===== config.mk =====
export PLATFORM = sky130hd
export DESIGN_NAME = fir_stream_engine
export DESIGN_NICKNAME = d
export VERILOG_FILES = /design/src/rtl/fir_stream_engine.sv
export SDC_FILE = /design/constraint.sdc
export NUM_CORES = 2
export LEC_CHECK = 0
export ABC_AREA = 0
export BUFFER_PORTS_ARGS = -buffer_cell sky130_fd_sc_hd__buf_2
export CORE_MARGIN = 1.5
export CORE_UTILIZATION = 50
export CTS_BUF_LIST = sky130_fd_sc_hd__clkbuf_2
export DETAILED_ROUTE_END_ITERATION = 8
export GPL_TIMING_DRIVEN = 0
export PLACE_DENSITY = 0.63
export SLEW_MARGIN = 15
export SYNTH_ARGS = -nofsm -noshare
export SYNTH_HDL_FRONTEND = slang
export SYNTH_SLANG_ARGS = --single-unit

===== constraint.sdc =====
create_clock -name clk -period 18 [get_ports clk]
set_clock_uncertainty 0.05 [all_clocks]
set_input_delay 1.8 -clock clk [delete_from_list [all_inputs] [get_ports clk]]
set_output_delay 1.8 -clock clk [all_outputs]
set_load 0.02 [all_outputs]

===== src/rtl/fir_stream_engine.sv =====
// fir_stream_engine: streaming fixed-point FIR filter.
// Each accepted sample starts one pass over the first nt taps. The pass
// performs one multiply per cycle into a registered product, then a drain
// cycle folds in the last product. The result is rounded, saturated and
// held on the output until downstream takes it. Coefficients live in a
// small RAM that can only be rewritten while the engine is idle.
module fir_stream_engine #(
  parameter  int DATA_W    = 16,
  parameter  int COEF_W    = 16,
  parameter  int TAPS      = 64,
  parameter  int OUT_SHIFT = 15,
  localparam int ACC_W     = DATA_W + COEF_W + $clog2(TAPS)
) (
  input  logic                      clk,
  input  logic                      rst,
  input  logic [$clog2(TAPS):0]     num_taps,
  input  logic                      coef_we,
  input  logic [$clog2(TAPS)-1:0]   coef_addr,
  input  logic [COEF_W-1:0]         coef_data,
  output logic                      coef_err,
  input  logic                      in_valid,
  output logic                      in_ready,
  input  logic [DATA_W-1:0]         in_data,
  output logic                      out_valid,
  input  logic                      out_ready,
  output logic [DATA_W-1:0]         out_data,
  output logic                      out_sat,
  output logic                      busy
);

  localparam int AW      = $clog2(TAPS);
  localparam int NW      = AW + 1;
  localparam int PROD_W  = DATA_W + COEF_W;
  localparam int HALF_SH = (OUT_SHIFT > 0) ? OUT_SHIFT - 1 : 0;

  localparam logic [NW-1:0] TAPS_N    = NW'(TAPS);
  localparam logic [AW-1:0] TAPS_LAST = AW'(TAPS - 1);

  // Rounding offset: half an output LSB, or nothing when there is no shift.
  localparam logic signed [ACC_W:0] ONE_W = {{ACC_W{1'b0}}, 1'b1};
  localparam logic signed [ACC_W:0] HALF  = (OUT_SHIFT > 0) ? (ONE_W <<< HALF_SH) : '0;

  // Output clipping limits, expressed at the widened accumulator width.
  localparam logic signed [ACC_W:0] SAT_MAX = {{(ACC_W - DATA_W + 2){1'b0}}, {(DATA_W - 1){1'b1}}};
  localparam logic signed [ACC_W:0] SAT_MIN = ~SAT_MAX;

  typedef enum logic [1:0] {
    IDLE,
    MAC,
    DRAIN,
    OUT
  } state_t;

  state_t state;
  state_t next_state;

  // Storage: coefficient RAM and circular sample history.
  logic signed [COEF_W-1:0] coef_ram [TAPS];
  logic signed [DATA_W-1:0] hist     [TAPS];

  // Pass bookkeeping.
  logic [AW-1:0] wr_ptr;
  logic [AW-1:0] base_ptr;
  logic [NW-1:0] sample_cnt;
  logic [NW-1:0] nt;
  logic [NW-1:0] k;

  // Arithmetic pipeline.
  logic signed [PROD_W-1:0] prod;
  logic signed [PROD_W-1:0] tap_prod;
  logic signed [ACC_W-1:0]  acc;
  logic signed [ACC_W-1:0]  prod_ext;
  logic signed [ACC_W-1:0]  acc_sum;
  logic signed [ACC_W:0]    acc_wide;
  logic signed [ACC_W:0]    rounded;

  // Decoded control.
  logic          accept;
  logic          coef_ok;
  logic          tap_live;
  logic          last_tap;
  logic [NW-1:0] nt_clamped;
  logic [AW-1:0] coef_idx;
  logic [AW-1:0] hist_idx;

  // Decode the input handshake, the write qualification and the tap clamp.
  always_comb begin
    accept  = in_valid && (state == IDLE);
    coef_ok = coef_we && (state == IDLE) && ({1'b0, coef_addr} < TAPS_N);
    if (num_taps == '0) begin
      nt_clamped = NW'(1);
    end else if (num_taps > TAPS_N) begin
      nt_clamped = TAPS_N;
    end else begin
      nt_clamped = num_taps;
    end
  end

  // Locate tap k: coefficient k and the sample k steps older than the newest.
  always_comb begin
    coef_idx = k[AW-1:0];
    if ({1'b0, base_ptr} >= k) begin
      hist_idx = AW'({1'b0, base_ptr} - k);
    end else begin
      hist_idx = AW'({1'b0, base_ptr} + TAPS_N - k);
    end
    tap_live = (k < sample_cnt);
    last_tap = (k == (nt - NW'(1)));
    tap_prod = PROD_W'(coef_ram[coef_idx]) * PROD_W'(hist[hist_idx]);
  end

  // Fold the pending product into the accumulator, then round toward +inf at the half point.
  always_comb begin
    prod_ext = {{(ACC_W - PROD_W){prod[PROD_W-1]}}, prod};
    acc_sum  = acc + prod_ext;
    acc_wide = {acc_sum[ACC_W-1], acc_sum};
    rounded  = (acc_wide + HALF) >>> OUT_SHIFT;
  end

  // State register.
  always_ff @(posedge clk) begin
    if (rst) begin
      state <= IDLE;
    end else begin
      state <= next_state;
    end
  end

  // Next-state logic and the handshake outputs that depend only on state.
  always_comb begin
    next_state = state;
    in_ready   = 1'b0;
    out_valid  = 1'b0;
    busy       = 1'b1;
    case (state)
      IDLE: begin
        in_ready = 1'b1;
        busy     = 1'b0;
        if (in_valid) begin
          next_state = MAC;
        end
      end
      MAC: begin
        if (last_tap) begin
          next_state = DRAIN;
        end
      end
      DRAIN: begin
        next_state = OUT;
      end
      OUT: begin
        out_valid = 1'b1;
        if (out_ready) begin
          next_state = IDLE;
        end
      end
      default: begin
        next_state = IDLE;
      end
    endcase
  end

  // Coefficient RAM: idle-only writes, contents survive reset.
  always_ff @(posedge clk) begin
    if (coef_ok && !rst) begin
      coef_ram[coef_addr] <= coef_data;
    end
  end

  // Sample history: the accepted sample lands at the write pointer.
  always_ff @(posedge clk) begin
    if (accept && !rst) begin
      hist[wr_ptr] <= in_data;
    end
  end

  // Dropped coefficient writes raise a one-cycle error pulse.
  always_ff @(posedge clk) begin
    if (rst) begin
      coef_err <= 1'b0;
    end else begin
      coef_err <= coef_we && !coef_ok;
    end
  end

  // Intake bookkeeping: write pointer, fill level and the pass setup latched at accept.
  always_ff @(posedge clk) begin
    if (rst) begin
      wr_ptr     <= '0;
      base_ptr   <= '0;
      sample_cnt <= '0;
      nt         <= NW'(1);
    end else if (accept) begin
      base_ptr <= wr_ptr;
      wr_ptr   <= (wr_ptr == TAPS_LAST) ? '0 : wr_ptr + AW'(1);
      nt       <= nt_clamped;
      if (sample_cnt != TAPS_N) begin
        sample_cnt <= sample_cnt + NW'(1);
      end
    end
  end

  // Multiply-accumulate pipeline: one tap issued per MAC cycle, last product folded in DRAIN.
  always_ff @(posedge clk) begin
    if (rst) begin
      k    <= '0;
      prod <= '0;
      acc  <= '0;
    end else begin
      case (state)
        IDLE: begin
          if (accept) begin
            k    <= '0;
            prod <= '0;
            acc  <= '0;
          end
        end
        MAC: begin
          prod <= tap_live ? tap_prod : '0;
          acc  <= acc_sum;
          k    <= k + NW'(1);
        end
        DRAIN: begin
          acc <= acc_sum;
        end
        default: begin
        end
      endcase
    end
  end

  // Result register: clip the rounded sum as the pass leaves DRAIN, hold it through OUT.
  always_ff @(posedge clk) begin
    if (rst) begin
      out_data <= '0;
      out_sat  <= 1'b0;
    end else if (state == DRAIN) begin
      if (rounded > SAT_MAX) begin
        out_data <= SAT_MAX[DATA_W-1:0];
        out_sat  <= 1'b1;
      end else if (rounded < SAT_MIN) begin
        out_data <= SAT_MIN[DATA_W-1:0];
        out_sat  <= 1'b1;
      end else begin
        out_data <= rounded[DATA_W-1:0];
        out_sat  <= 1'b0;
      end
    end
  end

endmodule


==> impl_metrics.env <==
export IMPL_cts_resized=0
export IMPL_grt_pass1_wl_mm=366
export IMPL_wl_per_cell_um=29.1
export IMPL_ys_ff_latch=2177
export IMPL_fp_dieW_um=441
export IMPL_tightest_slew_ns=1.29
export IMPL_vias_per_cell=5.99
export IMPL_clk_latency_ns=1.93
export IMPL_fmax_ghz=0.0773
export IMPL_setup_violations=0
export IMPL_cts_root_buf="clkbuf_2"
export IMPL_grtUsageMet3_pct=6.84
export IMPL_layout_drive_gt1_share_pct=30.2
export IMPL_placed_cells=7856
export IMPL_ios=71
export IMPL_grt_util_met1_pct=37.6
export IMPL_rsz0062_at_grt="false"
export IMPL_synthFlopType="edfxtp_1"
export IMPL_clock_sinks=2177
export IMPL_die_h_um=441
export IMPL_fin_crit_sh_pct=71.8
export IMPL_async_reset_ff_share_pct=0
export IMPL_worstSetupPathType="reg2reg"
export IMPL_wl_mm=255
export IMPL_synth_edf_count=2048
export IMPL_grt_pass1_vias=54200
export IMPL_cp_end_kind="flop"
export IMPL_clkTransAtPathRegs_ns=0.09
export IMPL_synth_cell_type_count=80
export IMPL_syn_nets=5647
export IMPL_grt_util_met2_pct=40.2
export IMPL_synth_seq_area_share_pct=66.8
export IMPL_slowest_stage="buf_1"
export IMPL_rows=160
export IMPL_synth_cells=5193
export IMPL_start_util_pct=50.4
export IMPL_vias=52400
export IMPL_io_buffer_count=67
export IMPL_antenna_found_initial=17
export IMPL_dpl_hpwl_mm=168
export IMPL_maxSlewHeadroom_pct=13.5
export IMPL_syn_cell_area_um2=96000
export IMPL_tns_ns=0
export IMPL_nNetsFinal=6364
export IMPL_cts_path_max_buffers=4
export IMPL_critPathArrivalTime_ns=14.43
export IMPL_grt_max_degree=65
export IMPL_numCtsBuffers=560
export IMPL_cpMostUsedCell="fa_1"
export IMPL_drt_iter0_markers=5777
export IMPL_hold_viol=0
export IMPL_overflow=0
export IMPL_layoutNonFillerInstCount=8748
export IMPL_drc=0
export IMPL_fp_dieArea_um2=195000
export IMPL_gp_congestion=0.867
export IMPL_cts_tree="done"
export IMPL_ant_nets=0
export IMPL_cap_violations=0
export IMPL_grt_total_usage_pct=26.5
export IMPL_min_path_type="reg2reg"
export IMPL_syn_avg_cell_area_um2=18.5
export IMPL_cp_required_ns=19.50
export IMPL_maxSlewViolCount=0
export IMPL_critPathMaxFanout=10
export IMPL_drt_first_pass_iters=6
export IMPL_core_area_um2=190000
export IMPL_grt_busiest_layer="met2"
export IMPL_yosys_warnings=0
export IMPL_start_kind="flop"
export IMPL_period_minus_slack_ns=12.93
export IMPL_area_growth_pct=10.8
export IMPL_max_stage_delay_ns=0.90
export IMPL_status="completed"
export IMPL_cts_max_level=6
-- cells in the mapped netlist (4+ instances only) --
cell type,number,area share (%)
and3_1,8,0.052
o211ai_1,8,0.063
mux4_2,642,15
mux2i_1,36,0.38
and2_1,18,0.12
a211oi_1,20,0.16
a21o_1,36,0.28
nand4_1,19,0.12
xor2_1,37,0.34
a22o_1,8,0.073
nand2_1,150,0.59
nor4_1,8,0.052
o31ai_1,6,0.047
a22oi_1,58,0.45
buf_1,52,0.20
or3b_2,5,0.046
clkbuf_1,153,0.60
o21ai_0,44,0.23
nand2b_1,71,0.46
nand3_1,34,0.18
o211a_1,4,0.042
inv_1,330,1.3
a211o_1,5,0.046
nor2b_1,55,0.36
nand3b_1,15,0.12
o21bai_1,10,0.078
or3_1,14,0.091
or2_2,17,0.11
a21oi_1,89,0.46
a211oi_2,12,0.16
o21ai_1,16,0.083
nor3_1,18,0.094
a31oi_1,12,0.078
ha_1,139,1.8
edfxtp_1,2048,64
dfxtp_1,129,2.7
nor2_1,400,1.6
buf_2,38,0.20
o21a_1,12,0.094
mux2_2,26,0.31
fa_1,265,5.5
xnor2_1,69,0.63
-- registers in the layout, indices dropped and copies added (netlist names), 6 cells and up, named ones only --
| name | flops |
|---|---|
| wr_ptr | 6 |
| k | 7 |
| acc | 38 |
| prod | 32 |
| sample_cnt | 7 |
| nt | 7 |
| coef_ram | 1024 |
| base_ptr | 6 |
| hist | 1024 |
| out_data | 16 |
-- routing by layer --
layer / wire [um] / vias to the layer above / share of wire (%)
met4: 7620 / 8 / 3.0
met5: 51 / - / 0.020
met3: 24000 / 411 / 9.4
met1: 106000 / 27400 / 42
li1: - / 22000 / -
met2: 117000 / 2569 / 46
-- what timing repair did --
item | 4_1_cts | 5_1_grt
hold endpoints to repair | 1 | 0
buffers inserted | 0 | 0
setup endpoints to repair | 0 | 0
hold buffers | 1 | 0
-- final cells by class --
cell class / count / area (um2)
Antenna cell: 8 / 20.0
Buffer: 246 / 1020
Clock buffer: 781 / 3910
Clock inverter: 100 / 528
Fill cell: 14800 / 84100
Inverter: 330 / 1240
Multi-Input combinational cell: 2440 / 30400
Sequential cell: 2177 / 64100
Tap cell: 2511 / 3140
Timing Repair Buffer: 155 / 1930
-- cells in the final DEF, fill, tap and decap left out, drive strengths merged, types with 6 or more instances in the layout --
master / instances
xnor2: 69
fa: 265
mux2i: 36
o21bai: 11
or3: 14
diode: 8
o21a: 13
and2: 18
buf: 242
nor2: 400
o31ai: 7
and3: 8
o211ai: 10
a31oi: 12
clkbuf: 939
or2: 17
nand3: 34
nor2b: 55
nor4: 10
nand3b: 15
a211o: 6
inv: 341
a22o: 8
mux4: 642
mux2: 26
a21o: 36
ha: 139
nand4: 20
nor3: 18
nand2: 151
dfxtp: 129
a22oi: 58
a21oi: 90
a211oi: 32
nand2b: 71
clkinv: 82
o21ai: 60
xor2: 37
edfxtp: 2048
-- through the flow --
stage | setup WS [ns] | utilization, % | hold WS (ns) | instance area (um2)
floorplan | 7.87 | - | 0.386 | 96000
global placement | 4.56 | 52.2 | 0.399 | 99500
detailed placement | 4.75 | 53.4 | 0.401 | 102000
CTS | 4.77 | 55.8 | 0.106 | 106000
global route | 4.49 | 55.8 | 0.209 | 106000
finish | 5.07 | 55.8 | 0.412 | 106000
-- logic make-up (layout without fill, tap and decap cells) --
logic type | count (synthesis) | count (layout) | share of synthesized area [%]
compound gates | 376 | 376 | 2.72
mux | 704 | 704 | 15.7
fa+ha+maj | 404 | 404 | 7.34
xor+xnor | 106 | 106 | 0.967
other cells | 0 | 8 | 0
simple gates | 850 | 850 | 4.16
flops | 2177 | 2177 | 66.8
buf+inv | 576 | 1612 | 2.32
-- critical path: cells and delay by family (launching register included) --
family / cells / cell delay, ns
mux: 3 / 1.52
xor+xnor: 1 / 0.13
simple gates: 4 / 1.08
fa+ha+maj: 9 / 4.18
flops: 1 / 0.54
buf+inv: 10 / 3.00
compound gates: 8 / 2.31
-- path summary, 6_finish.rpt --
kind | slack [ns] | to | startpoint | cells after the start
setup reg to reg | 5.07 | prod[30] | k[0] | 35
hold reg to reg | 0.41 | base_ptr[0] | base_ptr[0] | 2
hold / removal | 0.41 | base_ptr[0] | base_ptr[0] | 2
setup / recovery | 5.07 | prod[30] | k[0] | 35
Power is not shown: default switching activity piles up to over one toggle a cycle in this logic, so the estimate is an artifact.
